### config.mk
export PLATFORM = sky130hd
export DESIGN_NAME = pixel_mixer
export DESIGN_NICKNAME = d
export VERILOG_FILES = /design/src/rtl/pixel_mixer.sv
export SDC_FILE = /design/constraint.sdc
export NUM_CORES = 1
export LEC_CHECK = 0
export BUFFER_PORTS_ARGS = -buffer_cell sky130_fd_sc_hd__buf_2
export CAP_MARGIN = 20
export CORE_MARGIN = 4
export CORE_UTILIZATION = 43
export DETAILED_ROUTE_END_ITERATION = 10
export GPL_ROUTABILITY_DRIVEN = 0
export PLACE_DENSITY = 0.79
export SETUP_SLACK_MARGIN = 0.15
export SLEW_MARGIN = 20
export SYNTH_ARGS = -nofsm -noshare
export SYNTH_HDL_FRONTEND = slang
export SYNTH_SLANG_ARGS = --single-unit
### constraint.sdc
create_clock -name clk_in -period 2.2 [get_ports clk_in]
set_input_delay 0.44 -clock clk_in [delete_from_list [all_inputs] [get_ports clk_in]]
set_output_delay 0.44 -clock clk_in [all_outputs]
set_load 0.01 [all_outputs]
### src/rtl/pixel_mixer.sv
// pixel_mixer: final PPU pixel stage. Pops the background FIFO, merges the sprite FIFO head,
// applies BGP/OBP0/OBP1 and emits shaded pixels with screen coordinates.
//
// state   | meaning
// IDLE    | waiting for line_start_in
// DISCARD | dropping the SCX%8 leading background pixels
// DRAW    | popping, mixing and emitting visible pixels
// DONE    | line finished; line_done_out pulses as we return to IDLE
module pixel_mixer #(
    parameter int X_MAX           = 160,
    parameter int TOTAL_SCANLINES = 154
) (
    input  logic                               clk_in,
    input  logic                               rst_in,
    input  logic                               tclk_in,
    input  logic                               line_start_in,
    input  logic [$clog2(TOTAL_SCANLINES)-1:0] Y_in,
    input  logic [7:0]                         SCX_in,
    input  logic [7:0]                         BGP_in,
    input  logic [7:0]                         OBP0_in,
    input  logic [7:0]                         OBP1_in,
    input  logic                               bg_ena_in,
    input  logic                               obj_ena_in,
    input  logic [1:0]                         bg_pixel_in,
    input  logic                               bg_valid_in,
    output logic                               bg_rd_en_out,
    input  logic [1:0]                         obj_pixel_in,
    input  logic                               obj_palette_in,
    input  logic                               obj_priority_in,
    input  logic                               obj_valid_in,
    output logic                               obj_rd_en_out,
    input  logic                               stall_in,
    output logic [$clog2(X_MAX)-1:0]           X_out,
    output logic [1:0]                         pixel_out,
    output logic [$clog2(X_MAX)-1:0]           pixel_x_out,
    output logic [$clog2(TOTAL_SCANLINES)-1:0] pixel_y_out,
    output logic                               pixel_valid_out,
    output logic                               line_done_out,
    output logic                               busy_out
);
    localparam int XW = $clog2(X_MAX);
    localparam int YW = $clog2(TOTAL_SCANLINES);

    typedef enum logic [1:0] {IDLE, DISCARD, DRAW, DONE} state_t;

    state_t         state;
    logic [2:0]     fine;
    logic [XW-1:0]  x;
    logic [YW-1:0]  y;
    logic           active;
    logic           step;
    logic [1:0]     bg_color;
    logic [1:0]     color;
    logic [1:0]     shade;
    logic           obj_win;
    logic [7:0]     palette;
    logic           unused_scx;

    assign unused_scx = ^SCX_in[7:3];

    // A restart request wins over popping in the same cycle.
    assign active        = (state == DISCARD) || (state == DRAW);
    assign step          = tclk_in && bg_valid_in && !stall_in && active && !line_start_in;
    assign bg_rd_en_out  = step;
    assign obj_rd_en_out = step && (state == DRAW) && obj_valid_in;
    assign busy_out      = active;
    assign X_out         = x;

    always_comb begin
        bg_color = bg_ena_in ? bg_pixel_in : 2'd0;
        obj_win  = obj_ena_in && obj_valid_in && (obj_pixel_in != 2'd0)
                   && !(obj_priority_in && (bg_color != 2'd0));
        color    = obj_win ? obj_pixel_in : bg_color;
        palette  = obj_win ? (obj_palette_in ? OBP1_in : OBP0_in) : BGP_in;
        shade    = palette[{color, 1'b0} +: 2];
    end

    always_ff @(posedge clk_in) begin
        if (rst_in) begin
            state           <= IDLE;
            fine            <= 3'd0;
            x               <= '0;
            y               <= '0;
            pixel_out       <= 2'd0;
            pixel_x_out     <= '0;
            pixel_y_out     <= '0;
            pixel_valid_out <= 1'b0;
            line_done_out   <= 1'b0;
        end else begin
            pixel_valid_out <= 1'b0;
            line_done_out   <= 1'b0;
            if (line_start_in) begin
                fine  <= SCX_in[2:0];
                x     <= '0;
                y     <= Y_in;
                state <= (SCX_in[2:0] != 3'd0) ? DISCARD : DRAW;
            end else begin
                case (state)
                    IDLE: ;
                    DISCARD: begin
                        if (step) begin
                            fine <= fine - 3'd1;
                            if (fine == 3'd1) state <= DRAW;
                        end
                    end
                    DRAW: begin
                        if (step) begin
                            pixel_out       <= shade;
                            pixel_x_out     <= x;
                            pixel_y_out     <= y;
                            pixel_valid_out <= 1'b1;
                            if (x == XW'(X_MAX - 1)) state <= DONE;
                            else                     x     <= x + 1'b1;
                        end
                    end
                    DONE: begin
                        line_done_out <= 1'b1;
                        state         <= IDLE;
                    end
                    default: state <= IDLE;
                endcase
            end
        end
    end
endmodule
==> flow_summary_export.csv <==
group,metric,value,unit
pwr,cellPowerDensity,573.4,nW/um^2
logic_synthesis,ys.warnings.count,0,
drt,drt-vias-per-instance,5.391,
logic_synthesis,syn_inst,239,
setup_path,reg2reg_slack,230,ps
place,numPortBuffers,80,
global_routing,grt_pass1_wl,8514,um
sta,maxSlewHeadroom,59.91,%
logic_synthesis,synth_cell_types,45,
floorplan,ioPinCount,86,
logic_synthesis,synth.area.top_cells,"dfxtp_1 40%, nand2_1 7.6%, mux2i_1 6.3%",
clock_network,numCtsBuffers,5,
logic_synthesis,synth_edf_count,0,
cells_and_area,drive_above_1_share,33.96,%
drt,first_pass_iters,4,
pwr,power.total,1.531,mW
logic_synthesis,synthDominantCellAreaShare,39.71,%
sta,rsz0062_at_grt,"true",
logic_synthesis,synth_top_cell_by_area,"dfxtp_1",
clock_network,root_buffer,"clkbuf_8",
worst_hold_path,worstHoldStart,"Y_in[2]",
logic_synthesis,synthMostInstantiatedCell,"nand2_1",
global_routing,track_usage,17.38,%
floorplan,die-area,5980,um^2
logic_synthesis,postSynthAreaPerCell,8.648,um^2
drt,wl_met2,2486,um
worst_hold_path,min_to,"y[2]",
setup_path,critPathMaxStageDelay,340,ps
sta,tightest_slew,601.3,ps
drt,drcViolationCount,0,
sta,fmax,487.6,MHz
clock_network,clock_latency,290,ps
global_routing,grt_pass1_vias,1977,
global_routing,gr-total-overflow,0,
setup_path,rr_startpoint,"state[0]",
setup_path,cp.required,1760,ps
setup_path,critical_path_arrival,1610,ps
drt,top_layer,"met4",
setup_path,startpoint_type,"register",
setup_path,path_cells,"inv_2, ha_4, and4bb_2, and3_4, and2_4, buf_6",
sta,setup_viol,0,
floorplan,die_h,77.33,um
setup_path,worst-path-buf-inv,2,
global_routing,grt_max_degree,35,
clock_network,cts_max_path_buffers,2,
drt,wl_per_cell,13.38,um
setup_path,path_class,"reg -> out",
drt,num_vias,2011,
drt,antenna_left,0,
place,hpwlAfterDp,3718,um
cells_and_area,fillers,422,
cells_and_area,n_antenna_cell,0,
drt,wl_met1,2018,um
pwr,vdd.ir_drop.worst,0.0003067,V
cells_and_area,syn_to_final_growth,29.18,%
sta,fin_skew,2.279,ps
floorplan,start_util,45.89,%
sta,tns,0,ps
logic_synthesis,syn_area,2067,um^2
logic_synthesis,synth-seq-cells,41,
logic_synthesis,ys.flop_type,"dfxtp_1",
clock_network,cts_tree,"built",
floorplan,core,4504,um^2
drt,routed_wl,4992,um
pwr,p_leak,1.196,nW
logic_synthesis,syn_nets,302,
drt,wl_met3,427,um
setup_path,path_max_fanout,2,
floorplan,die_w,77.33,um
sta,final_max_slew_viol_count,0,
clock_network,cts_sinks,41,
setup_path,crit_family,"simple AND/OR/NAND/NOR gates",
logic_synthesis,ys_async_sr_fraction,0,%
sta,hold_viol,0,
cells_and_area,layout.nets,384,
setup_path,r2r_end,"state[0]",
worst_hold_path,holdPathStages,3,
clock_network,htreeDepth,2,
floorplan,rows,24,
setup_path,critPathCaptureType,"output pin",
global_routing,antenna_found_initial,0,
sta,hold-worst-slack,385.7,ps
setup_path,cpMaxStageDelayCell,"dfxtp_2",
drt,drtIter0Drc,98,
logic_synthesis,synth_seq_area_share,39.71,%
clock_network,path_clk_slew,70,ps
sta,finalCritPeriodShare,93.22,%
setup_path,rr_worst_depth,8,
worst_hold_path,hold_path.class,"in -> reg",
logic_synthesis,ys_top_cells_by_count,"42 x nand2_1, 41 x dfxtp_1, 23 x a21oi_1",
status,run_status,"finished, final reports clean",
flow_run,maxCapViolCount,0,
sta,period_needed,2051,ps
-- power by group --
| group | internal [mW] | switching [mW] | total, mW |
|---|---|---|---|
| Sequential | 0.757 | 0.00841 | 0.766 |
| Clock | 0.330 | 0.247 | 0.577 |
| Combinational | 0.0976 | 0.0908 | 0.188 |
-- sequential cells by signal (all words and copies together) (netlist names) --
| register | count |
|---|---|
| X_out | 8 |
| fine | 3 |
| y | 8 |
| pixel_valid_out | 1 |
| state | 2 |
| pixel_x_out | 8 |
| line_done_out | 1 |
| pixel_out | 2 |
| pixel_y_out | 8 |
-- tightest hold or removal path, cell delays in order --
cell	delay, ps
buf_2	80
mux2i_1	60
nor2_1	70
-- metal layers --
metal	up-vias	GRT usage, %
met5	-	0
met4	0	4.982
met3	6	6.134
met2	74	31.43
met1	929	19.19
li1	1002	-
-- worst max-delay path by stage --
stage | start | end | slack, ps | cells after the start
finish | state[0] | obj_rd_en_out | 150 | 6
global route | state[0] | obj_rd_en_out | 80 | 6
CTS | state[0] | obj_rd_en_out | 150 | 6
global placement | state[0] | obj_rd_en_out | 190 | 6
detailed placement | state[0] | X_out[5] | 170 | 6
floorplan | state[0] | obj_rd_en_out | 160 | 8
-- cell families (layout without fill, tap and decap cells) --
| kind of cell | after synthesis | after routing | synth area share, % |
|---|---|---|---|
| fa+ha+maj | 8 | 8 | 4.843 |
| buf+inv | 27 | 109 | 5.387 |
| simple gates | 95 | 95 | 22.82 |
| xor+xnor | 2 | 2 | 0.8476 |
| compound gates | 49 | 49 | 15.74 |
| flops | 41 | 41 | 39.71 |
| mux | 17 | 17 | 10.65 |
-- through the flow --
step	instance area, um^2	std cells	setup WS [ps]	utilization [%]
2_1_floorplan	2082	239	162.8	-
3_3_place_gp	2511	362	189.5	55.75
3_5_place_dp	2511	362	174.5	55.75
4_1_cts	2663	372	149.2	59.11
5_1_grt	2670	373	84.13	59.28
6_report	2670	373	149.1	59.28
-- cells in the final DEF, fill, tap and decap left out, types with 3 or more instances in the layout --
master | Yosys | layout
buf_2 | 5 | 79
nand2_1 | 42 | 42
dfxtp_1 | 41 | 39
a21oi_1 | 23 | 23
nor2_1 | 14 | 14
mux2i_1 | 13 | 13
inv_1 | 12 | 11
buf_4 | 1 | 9
or3_1 | 7 | 7
ha_1 | 8 | 7
nand3_1 | 6 | 6
clkbuf_8 | 0 | 5
and2_1 | 5 | 4
o211ai_1 | 4 | 4
mux4_2 | 4 | 4
o211a_1 | 3 | 3
nor3_1 | 3 | 3
o21ai_1 | 3 | 3
-- cell type report --
cell class / instances / area (um^2) / share of cell area [%]
clock inverter: 2 / 35.03 / 1.312
inverter: 13 / 48.80 / 1.828
clock buffer: 5 / 68.82 / 2.577
tap: 52 / 65.06 / 2.437
multi-input combinational: 171 / 1155 / 43.25
timing repair buffer: 89 / 474.2 / 17.76
sequential: 41 / 823.3 / 30.83
-- timing repair --
action                                  in CTS  in global routing
setup buffers                                3                  1
pin swaps                                    4                  1
hold buffers                                 0                  0
endpoints found under the setup margin       2                  3
gates resized for setup                      5                  0
(Power assumes the default switching activity.)
